**src/rtl/riscv_csr_pkg.sv**
```systemverilog
// Shared definitions for the machine-mode CSR unit: CSR addresses, access
// opcodes, mstatus field positions and standard mcause codes.
package riscv_csr_pkg;

  localparam logic [11:0] CSR_MSTATUS   = 12'h300;
  localparam logic [11:0] CSR_MISA      = 12'h301;
  localparam logic [11:0] CSR_MIE       = 12'h304;
  localparam logic [11:0] CSR_MTVEC     = 12'h305;
  localparam logic [11:0] CSR_MSCRATCH  = 12'h340;
  localparam logic [11:0] CSR_MEPC      = 12'h341;
  localparam logic [11:0] CSR_MCAUSE    = 12'h342;
  localparam logic [11:0] CSR_MTVAL     = 12'h343;
  localparam logic [11:0] CSR_MIP       = 12'h344;
  localparam logic [11:0] CSR_MCYCLE    = 12'hB00;
  localparam logic [11:0] CSR_MINSTRET  = 12'hB02;
  localparam logic [11:0] CSR_CYCLE     = 12'hC00;
  localparam logic [11:0] CSR_INSTRET   = 12'hC02;
  localparam logic [11:0] CSR_MVENDORID = 12'hF11;
  localparam logic [11:0] CSR_MARCHID   = 12'hF12;
  localparam logic [11:0] CSR_MIMPID    = 12'hF13;
  localparam logic [11:0] CSR_MHARTID   = 12'hF14;

  typedef enum logic [1:0] {
    CSR_NONE = 2'b00,
    CSR_RW   = 2'b01,
    CSR_RS   = 2'b10,
    CSR_RC   = 2'b11
  } csr_op_t;

  localparam int MSTATUS_MIE    = 3;
  localparam int MSTATUS_MPIE   = 7;
  localparam int MSTATUS_MPP_LO = 11;
  localparam int MSTATUS_MPP_HI = 12;

  localparam int CAUSE_INSN_MISALIGNED = 0;
  localparam int CAUSE_ILLEGAL_INSN    = 2;
  localparam int CAUSE_BREAKPOINT      = 3;
  localparam int CAUSE_ECALL_M         = 11;
  localparam int CAUSE_M_TIMER_IRQ     = 7;
  localparam int CAUSE_M_EXT_IRQ       = 11;

endpackage

```
**src/rtl/riscv_iss_csr_counter.sv**
```systemverilog
// Free-running XLEN-bit counter; a direct write overrides the increment.
module riscv_iss_csr_counter #(
  parameter int XLEN = 64
) (
  input  logic            clk,
  input  logic            rst_n,
  input  logic            inc,
  input  logic            we,
  input  logic [XLEN-1:0] wd,
  output logic [XLEN-1:0] count
);

  // NOTE: state registers use non-blocking assignments so every flop samples
  // pre-edge values regardless of process ordering.
  always_ff @(posedge clk or negedge rst_n) begin
    if (!rst_n)   count <= '0;
    else if (we)  count <= wd;
    else if (inc) count <= count + XLEN'(1);
  end

endmodule

```
**src/rtl/riscv_iss_mcsr.sv**
```systemverilog
// Machine-mode CSR unit: CSR read-modify-write, illegal-access detection,
// mcycle/minstret, trap entry / MRET and trap-vector generation.
module riscv_iss_mcsr
  import riscv_csr_pkg::*;
#(
  parameter int              XLEN        = 64,
  parameter int              HARTID      = 0,
  parameter logic [XLEN-1:0] MTVEC_RESET = '0,
  parameter logic [63:0]     MISA_VAL    = 64'h8000_0000_0014_112D
) (
  input  logic            CLK,
  input  logic            RSTn,
  input  logic            CSR_EN,
  input  logic [1:0]      CSR_OP,
  input  logic [11:0]     A,
  input  logic [XLEN-1:0] WD,
  output logic [XLEN-1:0] RD,
  output logic            ILLEGAL,
  input  logic            RETIRE,
  input  logic            TRAP,
  input  logic [XLEN-1:0] TRAP_CAUSE,
  input  logic [XLEN-1:0] TRAP_PC,
  input  logic [XLEN-1:0] TRAP_VAL,
  input  logic            MRET,
  output logic [XLEN-1:0] trap_vec,
  output logic [XLEN-1:0] mepc,
  output logic            mie_g
);

  csr_op_t         op;
  logic            st_mie, st_mpie;
  logic [XLEN-1:0] mie_q, mtvec_q, mscratch_q, mepc_q, mcause_q, mtval_q;
  logic [XLEN-1:0] mcycle_q, minstret_q;
  logic [XLEN-1:0] rd_val, wval, base, cause_idx;
  logic            hit, wr_attempt, csr_we;

  assign op = csr_op_t'(CSR_OP);

  // NOTE: every variable driven here gets a default first, so no path through
  // the case leaves it unassigned and no latch is inferred.
  always_comb begin
    rd_val = '0;
    hit    = 1'b1;
    case (A)
      CSR_MSTATUS: begin
        rd_val[MSTATUS_MIE]                   = st_mie;
        rd_val[MSTATUS_MPIE]                  = st_mpie;
        rd_val[MSTATUS_MPP_HI:MSTATUS_MPP_LO] = 2'b11;
      end
      CSR_MISA:                 rd_val = MISA_VAL[XLEN-1:0];
      CSR_MIE:                  rd_val = mie_q;
      CSR_MTVEC:                rd_val = mtvec_q;
      CSR_MSCRATCH:             rd_val = mscratch_q;
      CSR_MEPC:                 rd_val = mepc_q;
      CSR_MCAUSE:               rd_val = mcause_q;
      CSR_MTVAL:                rd_val = mtval_q;
      CSR_MCYCLE, CSR_CYCLE:    rd_val = mcycle_q;
      CSR_MINSTRET, CSR_INSTRET: rd_val = minstret_q;
      CSR_MHARTID:              rd_val = XLEN'(HARTID);
      CSR_MIP, CSR_MVENDORID, CSR_MARCHID, CSR_MIMPID: rd_val = '0;
      default:                  hit = 1'b0;
    endcase
  end

  assign RD = rd_val;

  // Set/clear with a zero mask is a pure read and never counts as a write.
  assign wr_attempt = (op == CSR_RW) || ((op == CSR_RS || op == CSR_RC) && (WD != '0));
  assign ILLEGAL    = CSR_EN && (!hit || (op == CSR_NONE) ||
                                 (wr_attempt && (A[11:10] == 2'b11)));
  assign csr_we     = CSR_EN && !ILLEGAL && wr_attempt && !TRAP && !MRET;

  always_comb begin
    wval = rd_val;
    case (op)
      CSR_RW:  wval = WD;
      CSR_RS:  wval = rd_val | WD;
      CSR_RC:  wval = rd_val & ~WD;
      default: wval = rd_val;
    endcase
  end

  always_ff @(posedge CLK or negedge RSTn) begin
    if (!RSTn) begin
      st_mie     <= 1'b0;
      st_mpie    <= 1'b0;
      mie_q      <= '0;
      mtvec_q    <= MTVEC_RESET;
      mscratch_q <= '0;
      mepc_q     <= '0;
      mcause_q   <= '0;
      mtval_q    <= '0;
    end else if (TRAP) begin
      mepc_q   <= {TRAP_PC[XLEN-1:2], 2'b00};
      mcause_q <= TRAP_CAUSE;
      mtval_q  <= TRAP_VAL;
      st_mpie  <= st_mie;
      st_mie   <= 1'b0;
    end else if (MRET) begin
      st_mie  <= st_mpie;
      st_mpie <= 1'b1;
    end else if (csr_we) begin
      case (A)
        CSR_MSTATUS: begin
          st_mie  <= wval[MSTATUS_MIE];
          st_mpie <= wval[MSTATUS_MPIE];
        end
        CSR_MIE:      mie_q      <= wval;
        // Reserved modes 2/3 collapse to direct mode.
        CSR_MTVEC:    mtvec_q    <= {wval[XLEN-1:2], wval[1] ? 2'b00 : wval[1:0]};
        CSR_MSCRATCH: mscratch_q <= wval;
        CSR_MEPC:     mepc_q     <= {wval[XLEN-1:2], 2'b00};
        CSR_MCAUSE:   mcause_q   <= wval;
        CSR_MTVAL:    mtval_q    <= wval;
        default: ;
      endcase
    end
  end

  riscv_iss_csr_counter #(.XLEN(XLEN)) u_mcycle (
    .clk   (CLK),
    .rst_n (RSTn),
    .inc   (1'b1),
    .we    (csr_we && (A == CSR_MCYCLE)),
    .wd    (wval),
    .count (mcycle_q)
  );

  riscv_iss_csr_counter #(.XLEN(XLEN)) u_minstret (
    .clk   (CLK),
    .rst_n (RSTn),
    .inc   (RETIRE),
    .we    (csr_we && (A == CSR_MINSTRET)),
    .wd    (wval),
    .count (minstret_q)
  );

  assign base      = {mtvec_q[XLEN-1:2], 2'b00};
  assign cause_idx = {1'b0, TRAP_CAUSE[XLEN-2:0]};
  assign trap_vec  = (mtvec_q[1:0] == 2'b01 && TRAP_CAUSE[XLEN-1])
                   ? base + (cause_idx << 2) : base;

  assign mepc  = mepc_q;
  assign mie_g = st_mie;

endmodule

```
**config.mk**
```make
export PLATFORM = sky130hd
export DESIGN_NAME = riscv_iss_mcsr
export DESIGN_NICKNAME = d
export VERILOG_FILES = /design/src/rtl/riscv_csr_pkg.sv /design/src/rtl/riscv_iss_csr_counter.sv /design/src/rtl/riscv_iss_mcsr.sv
export SDC_FILE = /design/constraint.sdc
export NUM_CORES = 2
export LEC_CHECK = 0
export CORE_MARGIN = 4
export CORE_UTILIZATION = 40
export DETAILED_ROUTE_END_ITERATION = 10
export SLEW_MARGIN = 10
export SYNTH_ARGS = -nofsm -noshare
export SYNTH_HDL_FRONTEND = slang
export SYNTH_SLANG_ARGS = --single-unit
export TNS_END_PERCENT = 20
```
**constraint.sdc**
```tcl
create_clock -name CLK -period 3.54 [get_ports CLK]
set_input_delay 0.354 -clock CLK [delete_from_list [all_inputs] [get_ports CLK]]
set_output_delay 0.354 -clock CLK [all_outputs]
set_load 0.1 [all_outputs]
```
==> results.md <==
* Initial Util at 40.39%
* Top_reg_cell synth: dfrtp_1
* Rel. slew slack at 25.98%
* Worst vdd ir at 304.6 uV
* Violations in the final reports: negative setup slack
* FILL cells at 7213
* Fmax at 241.8 MHz
* CTS Buf Count at 55
* H-tree Lvls at 2
* Setup slack at placement at -1.055 ns
* CTS tree: built
* WP buf/inv at 6
* FP Rows at 104
* CTS root buf: clkbuf_16
* CP arrival at 3.78 ns
* Power per cell area at 316.5 mW/mm2
* Vias at 34899
* Final hold vios at 0
* Critical path class: reg -> out
* GP Congestion at 0.9851
* Worst skew pair latency at 0.63 ns
* Chip height at 293.4 um
* Layout Nets at 5073
* Final WS setup at -0.5951 ns
* Commonest cells after routing, fill and taps aside: buf_4, nand2_1, dfrtp_1, clkdlybuf4s50_1, o21ai_0
* Pre-antenna DRT Iters at 9
* EDFF count, synth at 0
* First-pass GRT wire length at 224400 um
* Share of synthesized registers carrying an async set or reset at 100.0%
* Crit-path slowest cell: dfrtp_2
* Mapped Avg Cell Area at 8.648 um2
* Detail Route Antenna Nets at 0
* Commonest non-fill, non-tap cell in the layout: buf_4
* Worst-margin pin slew at 1.107 ns
* Fin cells at 5838
* Family with the most delay on the worst path: buffers and inverters
* CP peak stage delay at 0.46 ns
* Final core occ at 59.04%
* Area Growth Syn to Fin at 46.15%
* Status: finished, violations left
* DR WL/cell at 26.61 um
* CP max FO at 4
* Number of global-route vias before repair at 32687
* Crit path capture type: output pin
* Max Slew Vio Count at 0
* Detailed placement HPWL at 122200 um
* Pleak at 21.17 nW
* Initial antenna violation count at 13
* Critical Path Most Common Cell: buf_4
* Post-Synthesis Cells at 3768
* Worst path required time at 3.19 ns
* Total GRT Usage at 34.87%
* Number of port buffers at 463
* Die width at 293.4 um
* Residual DRC at 0
* Remaining Overflow, GRT at 0
* Placed Instances at 5720
* Seq/Total Area, Yosys at 39.24%
* CTS clk-pin slew, worst paths at 0.07 ns
* Via density at 5.978
* FF+latch count, synth at 511
* CTS Sinks at 511
* Ports at 470
* Hold Path Class: in -> reg
* Largest net degree at the start of global routing at 145
* Skew final at 0.02792 ns
* Layout cell share with drive strength beyond 1 at 26.14%
* Die area at 0.08610 mm2
* Crit path launch type: flop
* Routed WL at 155400 um
* CP Cell Sequence: ha_4, buf_4, a21oi_2, buf_4, o21ai_0, buf_4, nand3_1, o22ai_4, o21bai_1, nand2_2, or3_4, a211oi_2, buf_4, xnor2_2, buf_4, buf_12
* Synth warn at 0
* Core area at 0.08068 mm2
* Cell Area, Synth at 0.03259 mm2
* RSZ-0062 raised after global routing: yes
* Min Tclk post-route at 4.135 ns
* Final setup fails at 43
* Fin crit share at 116.8%
* Clock buffer depth at 3
* DRT iter0 DRCs at 4281
* Distinct cells, synth at 87
* Maxcap violations at 0
timing repair:
item	CTS	global route
hold endpoints to repair	76	0
buffers inserted	11	7
resized for setup	132	66
hold buffers	1	0
pin swaps	55	53
setup endpoints to repair	52	79
synth_stat cells (15+ instances only):
| cell type | n | area, um2 |
|---|---|---|
| a211oi_1 | 62 | 465.5 |
| a211oi_2 | 26 | 325.3 |
| a21o_1 | 136 | 1021 |
| a21oi_1 | 299 | 1496 |
| a221oi_1 | 66 | 578.1 |
| a222oi_1 | 22 | 220.2 |
| a22o_1 | 42 | 367.9 |
| a22oi_1 | 147 | 1104 |
| and2_1 | 19 | 118.9 |
| and3_1 | 18 | 112.6 |
| and4_1 | 18 | 157.7 |
| buf_1 | 25 | 93.84 |
| buf_2 | 61 | 305.3 |
| clkbuf_1 | 173 | 649.4 |
| dfrtp_1 | 511 | 12790 |
| ha_1 | 63 | 788.3 |
| inv_1 | 31 | 116.4 |
| mux2_2 | 50 | 563.0 |
| mux2i_1 | 70 | 700.7 |
| nand2_1 | 514 | 1929 |
| nand3_1 | 81 | 405.4 |
| nand3_2 | 17 | 170.2 |
| nand4_1 | 103 | 644.4 |
| nor2_1 | 286 | 1074 |
| nor2b_1 | 59 | 369.1 |
| nor3_1 | 30 | 150.1 |
| nor4_1 | 24 | 150.1 |
| o21a_1 | 15 | 112.6 |
| o21ai_0 | 348 | 1742 |
| o21ai_1 | 50 | 250.2 |
| o22a_1 | 20 | 175.2 |
| xnor2_1 | 127 | 1112 |
| xor2_1 | 69 | 604.3 |
flip-flops by register name, indices dropped and copies added (netlist names):
| signal | cells |
|---|---|
| mcause_q | 64 |
| mie_q | 64 |
| mscratch_q | 64 |
| mtval_q | 64 |
| u_mcycle.count | 64 |
| u_minstret.count | 64 |
| mtvec_q | 63 |
| mepc | 62 |
| mie_g | 1 |
| st_mpie | 1 |
metrics by stage:
step	power, mW	hold slack (ns)	cell area (um2)	setup TNS, ns
detailed placement	9.234	0.4386	44830	-193.41
finish	15.07	0.1104	47630	-13.87
global route	15.51	0.1244	47630	-20.22
global placement	9.213	0.4390	44820	-186.44
CTS	15.05	0.09638	47310	-14.01
floorplan	7.746	0.05841	32680	-14.50
logic make-up after synthesis:
group	Yosys count	synth area share [%]
AOI/OAI and AO/OA	1346	27.51
xor gates and xnor gates	196	5.268
adders and majority gates	64	2.480
buffers and inverters	308	4.039
DFF	511	39.24
muxes	120	3.878
other	1	0.01151
and+or+nand+nor	1222	17.57
worst paths after layout:
| check | start | to | slack (ns) | cells past startpoint |
|---|---|---|---|---|
| min in group asynchronous | RSTn | mepc[17] | 0.33 | 2 |
| worst min-delay path | TRAP | mcause_q[11] | 0.11 | 3 |
| worst min register to register | mscratch_q[29] | mscratch_q[29] | 0.48 | 2 |
| worst max register to register | u_minstret.count[0] | u_minstret.count[54] | 0.40 | 11 |
| worst max-delay path | mtvec_q[22] | trap_vec[63] | -0.60 | 16 |
| max in group asynchronous | RSTn | mtvec_q[6] | 2.23 | 3 |
area by class of cell:
cell class                      instances  area (um2)  share of cell area, %
Inverter                               31       116.4                 0.2443
Clock buffer                           76        1565                  3.286
Tap cell                             1060        1326                  2.785
Clock inverter                         22       207.7                 0.4361
Multi-Input combinational cell       2952       19530                  41.00
Antenna cell                            4       10.01                0.02102
Sequential cell                       511       12800                  26.87
Timing Repair Buffer                 1182       12080                  25.36
worst register-to-register path: stages, from the launching register on:
cell and delay (ns):
dfrtp_1 0.45, ha_1 0.23, inv_1 0.12, or3_1 0.49, nor3_2 0.24, nand4_1 0.23, or3_1 0.46, nor3_2 0.33
nand4_1 0.16, xnor2_1 0.15, nor2_1 0.11, a21oi_1 0.05
metal layers:
layer	share of wire (%)	vias to the layer above	track usage [%]
li1	-	15774	-
met1	45	17049	52.98
met2	40	1816	48.41
met3	12	252	9.909
met4	3.0	8	9.015
met5	0.032	-	0
where the power goes:
group / switching, mW / internal [mW]
registers: 0.272 / 6.08
clock network: 2.54 / 3.30
logic: 1.79 / 1.10
total: 4.60 / 10.5
(Power assumes the default switching activity.)
